--- config.mk ---
export PLATFORM = sky130hd
export DESIGN_NAME = run_monitor
export DESIGN_NICKNAME = d
export VERILOG_FILES = /design/src/rtl/run_monitor.sv
export SDC_FILE = /design/constraint.sdc
export NUM_CORES = 1
export LEC_CHECK = 0
export BUFFER_PORTS_ARGS = -buffer_cell sky130_fd_sc_hd__buf_2
export CAP_MARGIN = 40
export CORE_UTILIZATION = 45
export CTS_BUF_LIST = sky130_fd_sc_hd__clkbuf_2 sky130_fd_sc_hd__clkbuf_4 sky130_fd_sc_hd__clkbuf_8
export DETAILED_ROUTE_END_ITERATION = 12
export PLACE_DENSITY_LB_ADDON = 0.3
export REMOVE_ABC_BUFFERS = 1
export SLEW_MARGIN = 5
export SYNTH_ARGS = -nofsm -noshare
export SYNTH_HDL_FRONTEND = slang
export SYNTH_SLANG_ARGS = --single-unit
--- constraint.sdc ---
create_clock -name clk -period 2.95 [get_ports clk]
set_clock_uncertainty 0.15 [all_clocks]
set_input_delay 0.295 -clock clk [delete_from_list [all_inputs] [get_ports clk]]
set_output_delay 0.295 -clock clk [all_outputs]
set_load 0.02 [all_outputs]
--- src/rtl/run_monitor.sv ---
// Run controller for the pipelined mips core: sequences core reset, counts RUN cycles/commits, ends on halt PC, self-loop or budget.
// Decisions take effect on the next clk edge; the commit stream has no backpressure and is only observed while running.
module run_monitor #(
  parameter int ADDR_W       = 32,
  parameter int CNT_W        = 32,
  parameter int RESET_CYCLES = 4,
  parameter int MAX_CYCLES   = 10000,
  parameter int LOOP_LIMIT   = 8
) (
  input  logic              clk,
  input  logic              reset,
  input  logic              start,
  input  logic              halt_en,
  input  logic [ADDR_W-1:0] halt_pc,
  input  logic              commit_valid,
  input  logic [ADDR_W-1:0] commit_pc,
  output logic              core_reset,
  output logic              running,
  output logic              done,
  output logic              halted,
  output logic              timeout,
  output logic [CNT_W-1:0]  cycle_count,
  output logic [CNT_W-1:0]  retire_count,
  output logic [ADDR_W-1:0] last_pc
);

  typedef enum logic [2:0] {IDLE, HOLD, RUN, HALTED, TIMEOUT} state_t;

  localparam int                HOLD_W    = $clog2(RESET_CYCLES + 1);
  localparam logic [HOLD_W-1:0] HOLD_LAST = HOLD_W'(RESET_CYCLES - 1);
  localparam logic [CNT_W-1:0]  CNT_MAX   = '1;
  localparam logic [CNT_W-1:0]  CYC_LAST  = CNT_W'(MAX_CYCLES - 1);
  localparam logic [CNT_W-1:0]  LOOP_CMP  = CNT_W'(LOOP_LIMIT);

  state_t             state;
  logic [HOLD_W-1:0]  hold_cnt;
  logic [CNT_W-1:0]   rep_cnt;
  logic [CNT_W-1:0]   rep_nxt;
  logic               pc_hit;
  logic               loop_hit;
  logic               halt_evt;
  logic               enter_hold;

  // rep_cnt counts repeats of the previous PC; the very first commit of a run never counts as a repeat.
  always_comb begin
    rep_nxt = '0;
    if ((commit_pc == last_pc) && (retire_count != '0)) begin
      rep_nxt = (rep_cnt == CNT_MAX) ? rep_cnt : rep_cnt + CNT_W'(1);
    end
    pc_hit     = halt_en && (commit_pc == halt_pc);
    loop_hit   = (LOOP_LIMIT != 0) && (rep_nxt == LOOP_CMP);
    halt_evt   = commit_valid && (pc_hit || loop_hit);
    enter_hold = start && ((state == IDLE) || (state == HALTED) || (state == TIMEOUT));
  end

  assign core_reset = (state != RUN);
  assign running    = (state == RUN);
  assign done       = (state == HALTED) || (state == TIMEOUT);

  always_ff @(posedge clk or negedge reset) begin
    if (!reset) begin
      state        <= IDLE;
      hold_cnt     <= '0;
      rep_cnt      <= '0;
      cycle_count  <= '0;
      retire_count <= '0;
      last_pc      <= '0;
      halted       <= 1'b0;
      timeout      <= 1'b0;
    end else if (enter_hold) begin
      state        <= HOLD;
      hold_cnt     <= '0;
      rep_cnt      <= '0;
      cycle_count  <= '0;
      retire_count <= '0;
      last_pc      <= '0;
      halted       <= 1'b0;
      timeout      <= 1'b0;
    end else begin
      case (state)
        HOLD: begin
          if (hold_cnt == HOLD_LAST) begin
            state <= RUN;
          end else begin
            hold_cnt <= hold_cnt + HOLD_W'(1);
          end
        end
        RUN: begin
          if (cycle_count != CNT_MAX) begin
            cycle_count <= cycle_count + CNT_W'(1);
          end
          if (commit_valid) begin
            if (retire_count != CNT_MAX) begin
              retire_count <= retire_count + CNT_W'(1);
            end
            last_pc <= commit_pc;
            rep_cnt <= rep_nxt;
          end
          // A halting commit in the final budget cycle still reports as a halt.
          if (halt_evt) begin
            state  <= HALTED;
            halted <= 1'b1;
          end else if (cycle_count == CYC_LAST) begin
            state   <= TIMEOUT;
            timeout <= 1'b1;
          end
        end
        IDLE, HALTED, TIMEOUT: state <= state;
        default: state <= IDLE;
      endcase
    end
  end

endmodule

---- After elaboration in Yosys (flattened, before gate mapping) ----
Index checks and enable logic that the tools add are counted.
Widths: inputs -> output; s select.
word-level totals
  word-level logic and storage cells ...... 85
  flip-flop bits (word level) ............. 136
  output and inout port bits .............. 101
  input port bits ......................... 69
operators by class
  multiplexer cells ....................... 30
  equality and inequality tests ........... 18
  reduce and logical (&&, ||, !) cells .... 25
  $add $sub $neg .......................... 4
operators by type and width
  kind                   count
  $mux 32                15
  $add 32x1->32 const B  3
  $eq 32x32->1           2
  $ne 32x32->1 const B   2
  $eq 32x14->1 const B   1
  $eq 32x32->1 const B   1
  $eq 32x4->1 const B    1
  $reduce_bool 32->1     1
  $mux 3                 7
  $reduce_bool 2->1      7
  $eq 3x2->1 const B     3
  $pmux 3 s3             1
  $reduce_and 3->1       3
  $reduce_and 2->1       4
  $mux 1                 7
  $logic_and 1x1->1      4
  $logic_or 1x1->1       4
  $ne 2x2->1 const B     2
  $ne 4x1->1 const B     1
  $add 3x1->3 const B    1
  $eq 3x1->1 const B     1
  $eq 3x3->1 const B     1
  $logic_not 3->1        1
  $ne 3x2->1 const B     1
  3 further kinds        3

---- Longest topological paths before layout ----
  depth in word-level cells ............... 9
  gate-level depth with buffers ........... 11

---- Worst setup path after synthesis ----
No wires, ideal clock.
  kind .................................... flip-flop to flip-flop
  start ................................... reg rep_cnt[0]
  end ..................................... reg state[1]
  clock period less this slack ............ 3,093 ps
  data arrival time ....................... 2,823 ps
  cell stages (with the launch flop) ...... 12
  path slack .............................. -143 ps
  cells stage by stage .................... dfrtp_1 > ha_1 > buf_4 > nand4_4 > or4_4 > buf_6 > or4_1 > xor2_1 > nand4_1 > o41ai_4 > nand4_1 > and3b_1
between the ends
  longest elaborated chain between the ends .. 9
  elaborated cells on any way between the ends .. 12
  those cells by class .................... add/sub (1); eq/ne (3); mux (5); reduce/logical (3)
ends and longest elaborated chain
  element                                        RTL line  text
  from (decl)                                    37        logic [CNT_W-1:0] rep_cnt;
  from (signal assigned)                         97        rep_cnt <= rep_nxt;
  $add 32x1->32 or $eq 32x32->1 (tied branches)  48        rep_nxt = (rep_cnt == CNT_MAX) ? rep_cnt : rep_cnt + CNT_W'(1);
  $mux 32 (*)                                    48
  $mux 32 (*)                                    47        if ((commit_pc == last_pc) && (retire_count != '0)) begin
  $eq 32x4->1 (*)                                51        loop_hit = (LOOP_LIMIT != 0) && (rep_nxt == LOOP_CMP);
  $logic_or 1x1->1 (*)                           52        halt_evt = commit_valid && (pc_hit || loop_hit);
  $logic_and 1x1->1 (*)                          52
  $mux 3                                         100       if (halt_evt) begin
  $pmux 3 s3                                     80        case (state)
  $mux 3                                         70        end else if (enter_hold) begin
  to (signal assigned)                           108       IDLE, HALTED, TIMEOUT: state <= state;
  to (decl)                                      35        state_t state;
Mark *: on every way between the ends. The rest lies on a longest branch, timed or not.
A chain may end at the register's enable or synchronous reset.

---- Worst setup path after layout ----
  start ................................... reg rep_cnt[1]
  end ..................................... reg state[1]
Same word-level chain as after synthesis.

==> report_table.html <==
<table>
<tr><th>Metric</th><th>Value</th></tr>
<tr><th colspan="2">STA</th></tr>
<tr><td>Setup slack of the critical path after layout</td><td>-134 ps</td></tr>
<tr><td>Final critical path time including I/O delays and setup</td><td>3080 ps</td></tr>
<tr><td>Worst-case hold slack</td><td>67.0 ps</td></tr>
<tr><td>Timing-limited maximum frequency</td><td>324 MHz</td></tr>
<tr><td>Setup repair after global routing missed its margin</td><td>true</td></tr>
<tr><td>Max-slew violation total from the final report</td><td>0</td></tr>
<tr><td>Final setup violation count</td><td>5</td></tr>
<tr><td>Max_slew headroom</td><td>0.538</td></tr>
<tr><td>Final period utilization</td><td>1.05</td></tr>
<tr><td>Total count of hold-check failures in the final report</td><td>0</td></tr>
<tr><td>Worst slew pin tran</td><td>693 ps</td></tr>
<tr><th colspan="2">Placed design</th></tr>
<tr><td>Pre-CTS WS</td><td>-213 ps</td></tr>
<tr><td>Port Buffers</td><td>169</td></tr>
<tr><td>RD Place Congestion</td><td>0.953</td></tr>
<tr><td>Detailed placement HPWL</td><td>16,400 um</td></tr>
<tr><th colspan="2">Clocking</th></tr>
<tr><td>Maximum buffer depth of the clock tree</td><td>2</td></tr>
<tr><td>Clock root buffer</td><td>sky130_fd_sc_hd__clkbuf_8</td></tr>
<tr><td>Reg clk slew, reported paths</td><td>90 ps</td></tr>
<tr><td>H-Tree Level Count</td><td>4</td></tr>
<tr><td>Number of buffers created by CTS</td><td>17</td></tr>
<tr><td>TritonCTS Sinks</td><td>136</td></tr>
<tr><td>Clock latency at the later pin of the worst-skew pair</td><td>460 ps</td></tr>
<tr><td>Clock tree from TritonCTS</td><td>done</td></tr>
<tr><th colspan="2">Layout</th></tr>
<tr><td>Total of fill cells in the finished design</td><td>1,554</td></tr>
<tr><td>Share of final-layout standard cells stronger than drive strength 1</td><td>0.272</td></tr>
<tr><td>Register Area</td><td>3400 sq um</td></tr>
<tr><td>Area Growth Syn to Fin</td><td>30.0%</td></tr>
<tr><td>Diodes inserted</td><td>0</td></tr>
<tr><td>Area of the multi-input gates</td><td>4650 sq um</td></tr>
<tr><td>Total Nets Final</td><td>1,270</td></tr>
<tr><th colspan="2">Synth</th></tr>
<tr><td>Sequential-to-total area share from yosys stat</td><td>0.412</td></tr>
<tr><td>Post-Syn Area per Cell</td><td>8.84 sq um</td></tr>
<tr><td>Most frequent cell after synthesis</td><td>sky130_fd_sc_hd__dfrtp_1</td></tr>
<tr><td>Yosys reg bits</td><td>136</td></tr>
<tr><td>Synthesis Warnings</td><td>0</td></tr>
<tr><td>Count of mapped cells out of synthesis</td><td>934</td></tr>
<tr><td>Share of synthesized flip-flops with an asynchronous set or reset</td><td>1.00</td></tr>
<tr><td>Count of cell types in the netlist</td><td>64</td></tr>
<tr><td>EDFF count, synth</td><td>0</td></tr>
<tr><td>Cell type with the largest total area after synthesis</td><td>sky130_fd_sc_hd__dfrtp_1</td></tr>
<tr><td>Commonest register cell after synthesis</td><td>sky130_fd_sc_hd__dfrtp_1</td></tr>
<tr><td>Top post-synthesis cells by area</td><td>sky130_fd_sc_hd__dfrtp_1, sky130_fd_sc_hd__xor2_1, sky130_fd_sc_hd__xnor2_1</td></tr>
<tr><td>Mapped Area</td><td>8250 sq um</td></tr>
<tr><td>Top cell type's share of synthesized area</td><td>0.412</td></tr>
<tr><td>Top post-synthesis cells by count</td><td>sky130_fd_sc_hd__dfrtp_1, sky130_fd_sc_hd__nand2_1, sky130_fd_sc_hd__o21ai_0, sky130_fd_sc_hd__nor2_1, sky130_fd_sc_hd__xor2_1</td></tr>
<tr><th colspan="2">Min path</th></tr>
<tr><td>Class of the most critical hold timing path</td><td>input port to flop</td></tr>
<tr><th colspan="2">GRT</th></tr>
<tr><td>Gr ovfl total</td><td>0</td></tr>
<tr><td>Combined global-route utilization of all metal layers</td><td>0.255</td></tr>
<tr><td>Antenna violations before repair</td><td>0</td></tr>
<tr><td>Global-route wire length before repair</td><td>37,700 um</td></tr>
<tr><td>Number of global-route vias before repair</td><td>7,501</td></tr>
<tr><td>Pin count of the biggest net entering global routing</td><td>72</td></tr>
<tr><th colspan="2">Floorplan</th></tr>
<tr><td>Area of the core</td><td>18,000 sq um</td></tr>
<tr><td>I/O pin cnt</td><td>170</td></tr>
<tr><td>Horizontal die dimension</td><td>137 um</td></tr>
<tr><td>Die span in y</td><td>137 um</td></tr>
<tr><td>Floorplan die area</td><td>18,900 sq um</td></tr>
<tr><td>Starting density of the core</td><td>0.459</td></tr>
<tr><td>Placement Rows</td><td>49</td></tr>
<tr><th colspan="2">Setup path</th></tr>
<tr><td>Kind of launch point of the worst setup path</td><td>flop</td></tr>
<tr><td>Kind of cell adding the most delay to the critical path</td><td>simple AND/OR/NAND/NOR gates</td></tr>
<tr><td>Crit. path cell count</td><td>10</td></tr>
<tr><td>Worst setup endpoint</td><td>state[1]</td></tr>
<tr><td>Required arrival time at the worst endpoint</td><td>3150 ps</td></tr>
<tr><td>Crit-path slowest cell</td><td>sky130_fd_sc_hd__or4_4</td></tr>
<tr><td>Reg-to-reg slack, setup</td><td>-130 ps</td></tr>
<tr><td>Worst r2r dst</td><td>state[1]</td></tr>
<tr><td>Cell count of the worst reg-to-reg path</td><td>10</td></tr>
<tr><td>Peak fanout along the critical path</td><td>5</td></tr>
<tr><td>Worst setup path class</td><td>flop to flop</td></tr>
<tr><td>Arrival time worst endpoint</td><td>3290 ps</td></tr>
<tr><td>Ordered list of cells on the worst path</td><td>ha_2, nand4_4, or4_4, buf_6, nor4_4, o21ai_1, or3_4, o41ai_4, nand4_1, and3b_1</td></tr>
<tr><td>Critical path startpoint</td><td>rep_cnt[1]</td></tr>
<tr><td>Critical path capture point type</td><td>flop</td></tr>
<tr><td>Source of the worst register-to-register timing path</td><td>rep_cnt[1]</td></tr>
<tr><td>Slowest cell delay on critical path</td><td>540 ps</td></tr>
<tr><td>Worst Path Buf+Inv</td><td>1</td></tr>
<tr><th colspan="2">Detailed routing</th></tr>
<tr><td>Vias per Instance</td><td>5.54</td></tr>
<tr><td>Number of nets with antenna violations after detailed routing</td><td>0</td></tr>
<tr><td>First-pass DRT Iterations</td><td>6</td></tr>
<tr><td>Routed vias</td><td>7,968</td></tr>
<tr><td>Total routed wirelength</td><td>23,500 um</td></tr>
<tr><td>Wire length per cell</td><td>16.3 um</td></tr>
<tr><td>First DRT Iteration DRCs</td><td>538</td></tr>
<tr><td>Remaining design rule violation count</td><td>0</td></tr>
<tr><th colspan="2">Job</th></tr>
<tr><td>Max-cap violations</td><td>0</td></tr>
<tr><th colspan="2">Power and ir drop</th></tr>
<tr><td>Leakage power of the design</td><td>4.93 nW</td></tr>
<tr><td>Maximum resistive drop on vdd</td><td>512 uV</td></tr>
<tr><td>Total power divided by cell area</td><td>579 nW/um^2</td></tr>
<tr><td>Power after layout</td><td>6.22 mW</td></tr>
<tr><th colspan="2">Run status</th></tr>
<tr><td>Outcome</td><td>complete, but fails checks</td></tr>
<tr><td>Violated checks</td><td>setup timing</td></tr>
</table>
## tightest hold or removal path, delay by kind of cell
family          cells  cell delay [ps]
buf+inv             1              120
compound gates      2              210
## cell usage in the layout (no fill, tap or decap), types with 3 or more instances in the layout
master	count
sky130_fd_sc_hd__ha_1	5
sky130_fd_sc_hd__or2_2	4
sky130_fd_sc_hd__buf_4	83
sky130_fd_sc_hd__or4_4	3
sky130_fd_sc_hd__inv_1	19
sky130_fd_sc_hd__a21o_1	3
sky130_fd_sc_hd__nor4_2	4
sky130_fd_sc_hd__o21a_1	3
sky130_fd_sc_hd__or3_1	9
sky130_fd_sc_hd__o21ai_0	83
sky130_fd_sc_hd__and4_1	12
sky130_fd_sc_hd__bufinv_16	4
sky130_fd_sc_hd__nand3_1	59
sky130_fd_sc_hd__or4_1	4
sky130_fd_sc_hd__xnor2_1	61
sky130_fd_sc_hd__a21oi_1	20
sky130_fd_sc_hd__nand2b_1	5
sky130_fd_sc_hd__and2_1	8
sky130_fd_sc_hd__nor3_1	13
sky130_fd_sc_hd__xor2_1	77
sky130_fd_sc_hd__inv_6	4
sky130_fd_sc_hd__o21ai_1	4
sky130_fd_sc_hd__dlygate4sd3_1	34
sky130_fd_sc_hd__nand4_1	35
sky130_fd_sc_hd__nor2_1	79
sky130_fd_sc_hd__dfrtp_1	136
sky130_fd_sc_hd__xnor2_2	3
sky130_fd_sc_hd__nor4_4	3
sky130_fd_sc_hd__a211oi_1	3
sky130_fd_sc_hd__clkbuf_8	17
sky130_fd_sc_hd__nor4_1	25
sky130_fd_sc_hd__a31oi_1	7
sky130_fd_sc_hd__o31ai_1	11
sky130_fd_sc_hd__nor2b_1	7
sky130_fd_sc_hd__buf_2	168
sky130_fd_sc_hd__and3_1	10
sky130_fd_sc_hd__nand2_1	127
## per-stage QoR
step	std cells	utilization	area [sq um]	TNS (ps)
after floorplan	887	-	8040	-20580
after global placement	1365	0.546	9810	-550
after detailed placement	1365	0.546	9810	-875
after CTS	1434	0.592	10600	-407
after global routing	1437	0.597	10700	-1230
final	1437	0.597	10700	-474
## worst min-delay path by stage
stage / start / to / slack, ps / cells past startpoint
floorplan: reset / cycle_count[0] / -150 / 0
global placement: reset / last_pc[14] / 190 / 1
detailed placement: reset / last_pc[14] / 200 / 1
CTS: commit_valid / state[2] / 50 / 3
global route: commit_valid / state[2] / 70 / 3
finish: commit_valid / state[2] / 70 / 3
## power by group
| group | leakage, nW | total, mW | internal [mW] | switching, mW |
|---|---|---|---|---|
| sequential | 1.87 | 2.41 | 2.13 | 0.281 |
| clock | 0.223 | 1.78 | 0.956 | 0.827 |
| combinational | 2.84 | 2.02 | 0.719 | 1.30 |
| total | 4.93 | 6.22 | 3.81 | 2.41 |
## layout make-up
cell class	instances	share of cell area
Multi-Input combinational cell	732	0.433
Inverter	19	0.00665
Tap cell	229	0.0267
Sequential cell	136	0.317
Clock buffer	18	0.0225
Timing Repair Buffer	289	0.174
Clock inverter	14	0.0201
## metal layers
metal / vias up / share of wire / track usage
li1: 3818 / - / -
met1: 3833 / 0.44 / 0.335
met2: 258 / 0.49 / 0.415
met3: 59 / 0.047 / 0.0445
met4: 0 / 0.026 / 0.105
met5: - / 0 / 0
## repair_timing
action                                 CTS  global route
endpoints found under the hold margin  103             0
setup endpoints to repair                5            12
buffers inserted                         3             3
gates cloned                             0             0
gates resized for setup                  3            12
pin swaps                                8             7
hold buffers                            34             0
## kinds of logic after synthesis
group | after synthesis | synth area share
buffers and inverters | 66 | 0.0344
XOR/XNOR | 141 | 0.150
AND/OR/NAND/NOR | 425 | 0.272
flip-flops | 136 | 0.412
AO/OA/AOI/OAI | 158 | 0.120
multiplexers | 2 | 0.00243
adder cells (fa/ha/maj) | 6 | 0.00909
## state kept, by name, summed over array words and instances (netlist names)
signal	count
state	3
hold_cnt	3
rep_cnt	32
cycle_count	32
timeout	1
halted	1
last_pc	32
retire_count	32
No activity file was read; power rests on OpenSTA's default activity.
